$ cat config.mk
export PLATFORM = sky130hd
export DESIGN_NAME = pl_col_reader
export DESIGN_NICKNAME = d
export VERILOG_FILES = /design/src/rtl/pl_col_reader.sv
export SDC_FILE = /design/constraint.sdc
export NUM_CORES = 1
export LEC_CHECK = 0
export BUFFER_PORTS_ARGS = -buffer_cell sky130_fd_sc_hd__clkbuf_2
export CAP_MARGIN = 30
export CORE_UTILIZATION = 51
export CTS_BUF_LIST = sky130_fd_sc_hd__clkbuf_4
export CTS_CLUSTER_DIAMETER = 150
export DETAILED_ROUTE_END_ITERATION = 10
export GPL_TIMING_DRIVEN = 0
export HOLD_SLACK_MARGIN = 0.06
export PLACE_DENSITY = 0.82
export SYNTH_ARGS = -nofsm -noshare
export SYNTH_HDL_FRONTEND = slang
export SYNTH_SLANG_ARGS = --single-unit
$ cat constraint.sdc
create_clock -name CLK_i -period 2.8 [get_ports CLK_i]
set_clock_uncertainty 0.2 [all_clocks]
set_input_delay 0.56 -clock CLK_i [delete_from_list [all_inputs] [get_ports CLK_i]]
set_output_delay 0.56 -clock CLK_i [all_outputs]
set_load 0.01 [all_outputs]
$ cat src/rtl/pl_col_reader.sv
// pl_col_reader: sequencer at the end of the BRAM column readback chain.
// Drives the column select, waits a fixed settle time, captures the chain
// word and returns it on a valid/ready response channel. Supports single
// column reads, broadcast (col 0) and ascending column scans.
module pl_col_reader #(
    parameter int DATA_W        = 36,
    parameter int COL_W         = 10,
    parameter int NUM_COLS      = 16,
    parameter int SETTLE_CYCLES = 4
) (
    input  logic              CLK_i,
    input  logic              RST_i,
    input  logic              REQ_VALID_i,
    output logic              REQ_READY_o,
    input  logic [COL_W-1:0]  REQ_COL_i,
    input  logic              REQ_SCAN_i,
    output logic [COL_W-1:0]  PL_COL_o,
    input  logic [DATA_W-1:0] CHAIN_DATA_i,
    output logic              RSP_VALID_o,
    input  logic              RSP_READY_i,
    output logic [DATA_W-1:0] RSP_DATA_o,
    output logic [COL_W-1:0]  RSP_COL_o,
    output logic              RSP_LAST_o,
    output logic              RSP_ERR_o,
    output logic              BUSY_o
);

    typedef enum logic [1:0] {IDLE, SETTLE, RESP} state_t;

    localparam logic [COL_W-1:0] MAX_COL  = COL_W'(NUM_COLS);
    localparam logic [COL_W-1:0] COL_ONE  = COL_W'(1);
    localparam logic [7:0]       CNT_INIT = 8'(SETTLE_CYCLES);

    state_t            state_q, state_d;
    logic [COL_W-1:0]  cur_col;
    logic              scan;
    logic [7:0]        cnt;
    logic              accept;
    logic              req_bad;
    logic              rsp_fire;

    // Ready is suppressed while reset is held so nothing is accepted then.
    assign REQ_READY_o = (state_q == IDLE) && !RST_i;
    assign accept      = REQ_VALID_i && REQ_READY_o;
    assign req_bad     = REQ_COL_i > MAX_COL;
    assign RSP_VALID_o = (state_q == RESP);
    assign rsp_fire    = RSP_VALID_o && RSP_READY_i;
    assign BUSY_o      = (state_q != IDLE);

    // State register.
    always_ff @(posedge CLK_i) begin
        if (RST_i) state_q <= IDLE;
        else       state_q <= state_d;
    end

    // Next-state logic.
    always_comb begin
        state_d = state_q;
        case (state_q)
            IDLE:    if (accept) state_d = req_bad ? RESP : SETTLE;
            SETTLE:  if (cnt == 8'd1) state_d = RESP;
            RESP:    if (rsp_fire) state_d = RSP_LAST_o ? IDLE : SETTLE;
            default: state_d = IDLE;
        endcase
    end

    // Datapath: column select, settle counter and response capture. The
    // response fields only change on capture, so they hold through stalls.
    always_ff @(posedge CLK_i) begin
        if (RST_i) begin
            PL_COL_o   <= '0;
            cur_col    <= '0;
            scan       <= 1'b0;
            cnt        <= '0;
            RSP_DATA_o <= '0;
            RSP_COL_o  <= '0;
            RSP_LAST_o <= 1'b0;
            RSP_ERR_o  <= 1'b0;
        end else begin
            case (state_q)
                IDLE: begin
                    if (accept) begin
                        if (req_bad) begin
                            // Rejected: the chain is never touched.
                            RSP_ERR_o  <= 1'b1;
                            RSP_DATA_o <= '0;
                            RSP_COL_o  <= REQ_COL_i;
                            RSP_LAST_o <= 1'b1;
                        end else begin
                            PL_COL_o <= REQ_COL_i;
                            cur_col  <= REQ_COL_i;
                            scan     <= REQ_SCAN_i && (REQ_COL_i != '0);
                            cnt      <= CNT_INIT;
                        end
                    end
                end
                SETTLE: begin
                    cnt <= cnt - 8'd1;
                    if (cnt == 8'd1) begin
                        RSP_DATA_o <= CHAIN_DATA_i;
                        RSP_COL_o  <= cur_col;
                        RSP_ERR_o  <= 1'b0;
                        RSP_LAST_o <= !scan || (cur_col == MAX_COL);
                    end
                end
                RESP: begin
                    // Scan continues with the next column after each handshake.
                    if (rsp_fire && !RSP_LAST_o) begin
                        cur_col  <= cur_col + COL_ONE;
                        PL_COL_o <= cur_col + COL_ONE;
                        cnt      <= CNT_INIT;
                    end
                end
                default: ;
            endcase
        end
    end

endmodule

==> reports/metrics.cfg <==
[route]
dr.pass1.iters=5
vias=3075
antenna_violating_nets_post_route=0
remaining_drc_errors=0
drt-initial-drc-count=187
routed_wl_um=8680
avgViaCountPerCell=5.913
wl_per_cell_um=16.69

[yosys]
mappedNetlistArea_um2=3136
synth-seq-area-share=0.4405
synth_enable_flop_cells=0
yosys_register_bits=69
ys.warnings.count=0
postSynth.asyncResetShare=0
post_synth.cell_area_avg_um2=9.829
predominant_post_synthesis_flop_cell=dfxtp_1
postSynthCellCount=319
syn-num-nets=374
netlist-cell-type-count=60

[layout]
fin_nets=495
syn_to_final_growth_pct=25.10
register_area_um2=1381
total_area_of_multi_input_combinational_cells_um2=1587
n_antenna_cell=0
fillCellCount=473
final_core_utilization=0.6625
final_layout_size_suffix_gt1_frac=0.3393

[setup_path]
timing.critical_path.cells=buf_2, nand2b_1, inv_1, clkbuf_1, clkbuf_2
timing.critical_path.max_delay_family=buffers and inverters
critical_path_arrival_ps=1900
crit_path_end_kind=output pin
timing.setup.critical_path_class=flop to output pin
slowest_stage=clkbuf_1
critPathRequiredTime_ps=2040
worst-path-max-fanout=10
startpoint_kind_of_the_worst_setup_timing_path=flop
cp.buffers_inverters=4
timing.critical_path.slowest_cell_delay_ps=370

[clock_network]
level_count_of_the_clock_h_tree=3
clock-sinks=69
root_buffer_cell=clkbuf_4
post_cts_resized=0
worst_path_clk_slew_ps=130
ctsHoldBuffers=0
clk_latency_ps=420
tritoncts=yes
cts_buffers=9
clockBufferDepth=2
post-cts-setup-buffers=0

[sta]
final_period_minus_worst_setup_slack_ps=2658
fin_tns_setup_ps=0
worst-slew-pin-transition_ps=677.7
fin_ws_ps=142.1
final.period_utilization=0.9493
grt_setup_unrepaired=no
setup_viol=0
slew_violations=0
report.final.hold_viol_count=0
max_clock_freq_ghz=0.3762
timing.slew.headroom=0.5462

[global_routing]
gr-usage-all-layers=0.2698
number_of_global_route_vias_before_repair=2858
number_of_antenna_violations_at_the_first_check_in_global_routing=0
grt_first_pass_wirelength_um=13410
grt_start_max_net_pins=14
globalRoute.totalOverflow=0

[power]
worst_ir_drop_vdd_uv=435.4
finalPower_mw=2.278
powerDensity_nw_per_um2=580.7
power_leakage_nw=1.717

[job]
maxCapViolCount=0

[floorplan]
initial_core_util=0.5296
fp.dieH_um=80.41
ios=112
die_area_um2=6466
core_um2=5921
die_w_um=80.41
site_rows=28

[placement]
pre_cts_slack_ps=144.0
dp_hpwl_um=6403
io_buffers=110
place.gp.congestion=0.9391

[status]
status=finished, final reports clean

[worst_hold_path]
min_path_type=primary input to flop

-- report_power, final --
| part | leakage [nW] | internal (mW) | total (mW) | switching (mW) |
|---|---|---|---|---|
| Sequential | 0.560 | 1.04 | 1.09 | 0.0470 |
| Combinational | 1.09 | 0.213 | 0.531 | 0.319 |
| Clock | 0.0702 | 0.275 | 0.658 | 0.383 |
| Total | 1.72 | 1.53 | 2.28 | 0.748 |
-- through the flow --
| stage | hold slack [ps] | cells | cell area [µm²] |
|---|---|---|---|
| 2_1_floorplan | 249.8 | 319 | 3136 |
| 3_3_place_gp | 259.6 | 504 | 3780 |
| 3_5_place_dp | 264.8 | 504 | 3780 |
| 4_1_cts | 127.1 | 520 | 3923 |
| 5_1_grt | 125.1 | 520 | 3923 |
| 6_report | 140.1 | 520 | 3923 |
-- cell usage in the layout, fill, tap and decap left out, types with 4 or more instances in the layout --
master	synthesis	layout
a31oi_1	17	17
nand4_1	6	6
nor3_1	4	4
mux2i_1	10	10
buf_2	8	8
clkbuf_1	15	15
ha_1	4	4
clkbuf_2	0	110
a21oi_1	9	9
a22o_1	36	36
nand3_1	7	7
o21ai_0	7	7
o31ai_1	4	4
nor2_1	14	14
dfxtp_1	69	69
clkbuf_4	0	9
inv_1	8	8
a311oi_1	14	14
a211oi_1	4	4
nand2_1	21	21
-- Yosys cell counts, types with 2 or more instances --
master,count,area [µm²]
ha_1,4,50.05
nand2_1,21,78.83
a22o_1,36,315.3
a21oi_1,9,45.04
a221oi_1,3,26.28
nor4_1,2,12.51
o31ai_1,4,30.03
a31oi_1,17,106.4
a311oi_1,14,122.6
or3_1,3,18.77
nand2b_1,3,18.77
nor3_1,4,20.02
inv_1,8,30.03
dfxtp_1,69,1381
o211a_1,3,30.03
a21o_1,2,15.01
o21ai_0,7,35.03
buf_2,8,40.04
clkbuf_1,15,56.30
buf_6,3,33.78
o211ai_1,2,15.01
o311ai_0,2,17.52
nand3_1,7,35.03
nor2_1,14,52.55
and4_1,2,17.52
o2111ai_1,2,17.52
nor4bb_1,2,20.02
mux2i_1,10,100.1
a211oi_1,4,30.03
nand4_1,6,37.54
a211o_1,2,17.52
and3_1,2,12.51
o41ai_2,2,32.53
-- cells by family after synthesis --
group,after synthesis,synth area share
multiplexers,10,0.03192
adder cells (fa/ha/maj),4,0.01596
AO/OA/AOI/OAI,122,0.3216
buffers and inverters,36,0.05347
flip-flops,69,0.4405
AND/OR/NAND/NOR,78,0.1365
-- flip-flops by register name, indices dropped and copies added (netlist names) --
name        cells
RSP_ERR_o       1
RSP_LAST_o      1
cnt             8
RSP_COL_o      10
cur_col        10
state_q         2
scan            1
RSP_DATA_o     36
-- area by class of cell --
class	count	area share
Inverter	9	0.008612
Sequential cell	69	0.3522
Buffer	27	0.03413
Clock inverter	7	0.01914
Clock buffer	9	0.01722
Tap cell	75	0.02392
Multi-Input combinational cell	214	0.4045
Timing Repair Buffer	110	0.1404
-- per-layer routing --
metal,vias to the layer above,track usage,routed length [µm],part of all wire
li1,1501,-,-,-
met1,1429,0.3515,3905,0.45
met2,128,0.4195,3925,0.45
met3,17,0.05000,679,0.078
met4,0,0.1446,169,0.019
met5,-,0,0,0
-- path summary, 6_finish.rpt --
check        cells past startpoint             end              from  slack, ps
min                              2  RSP_DATA_o[15]  CHAIN_DATA_i[15]        140
min reg2reg                      2          cnt[1]            cnt[1]        290
max                              5     RSP_VALID_o        state_q[0]        140
max reg2reg                      7  RSP_DATA_o[25]            cnt[1]        460
No activity file was read; power rests on OpenSTA's default activity.
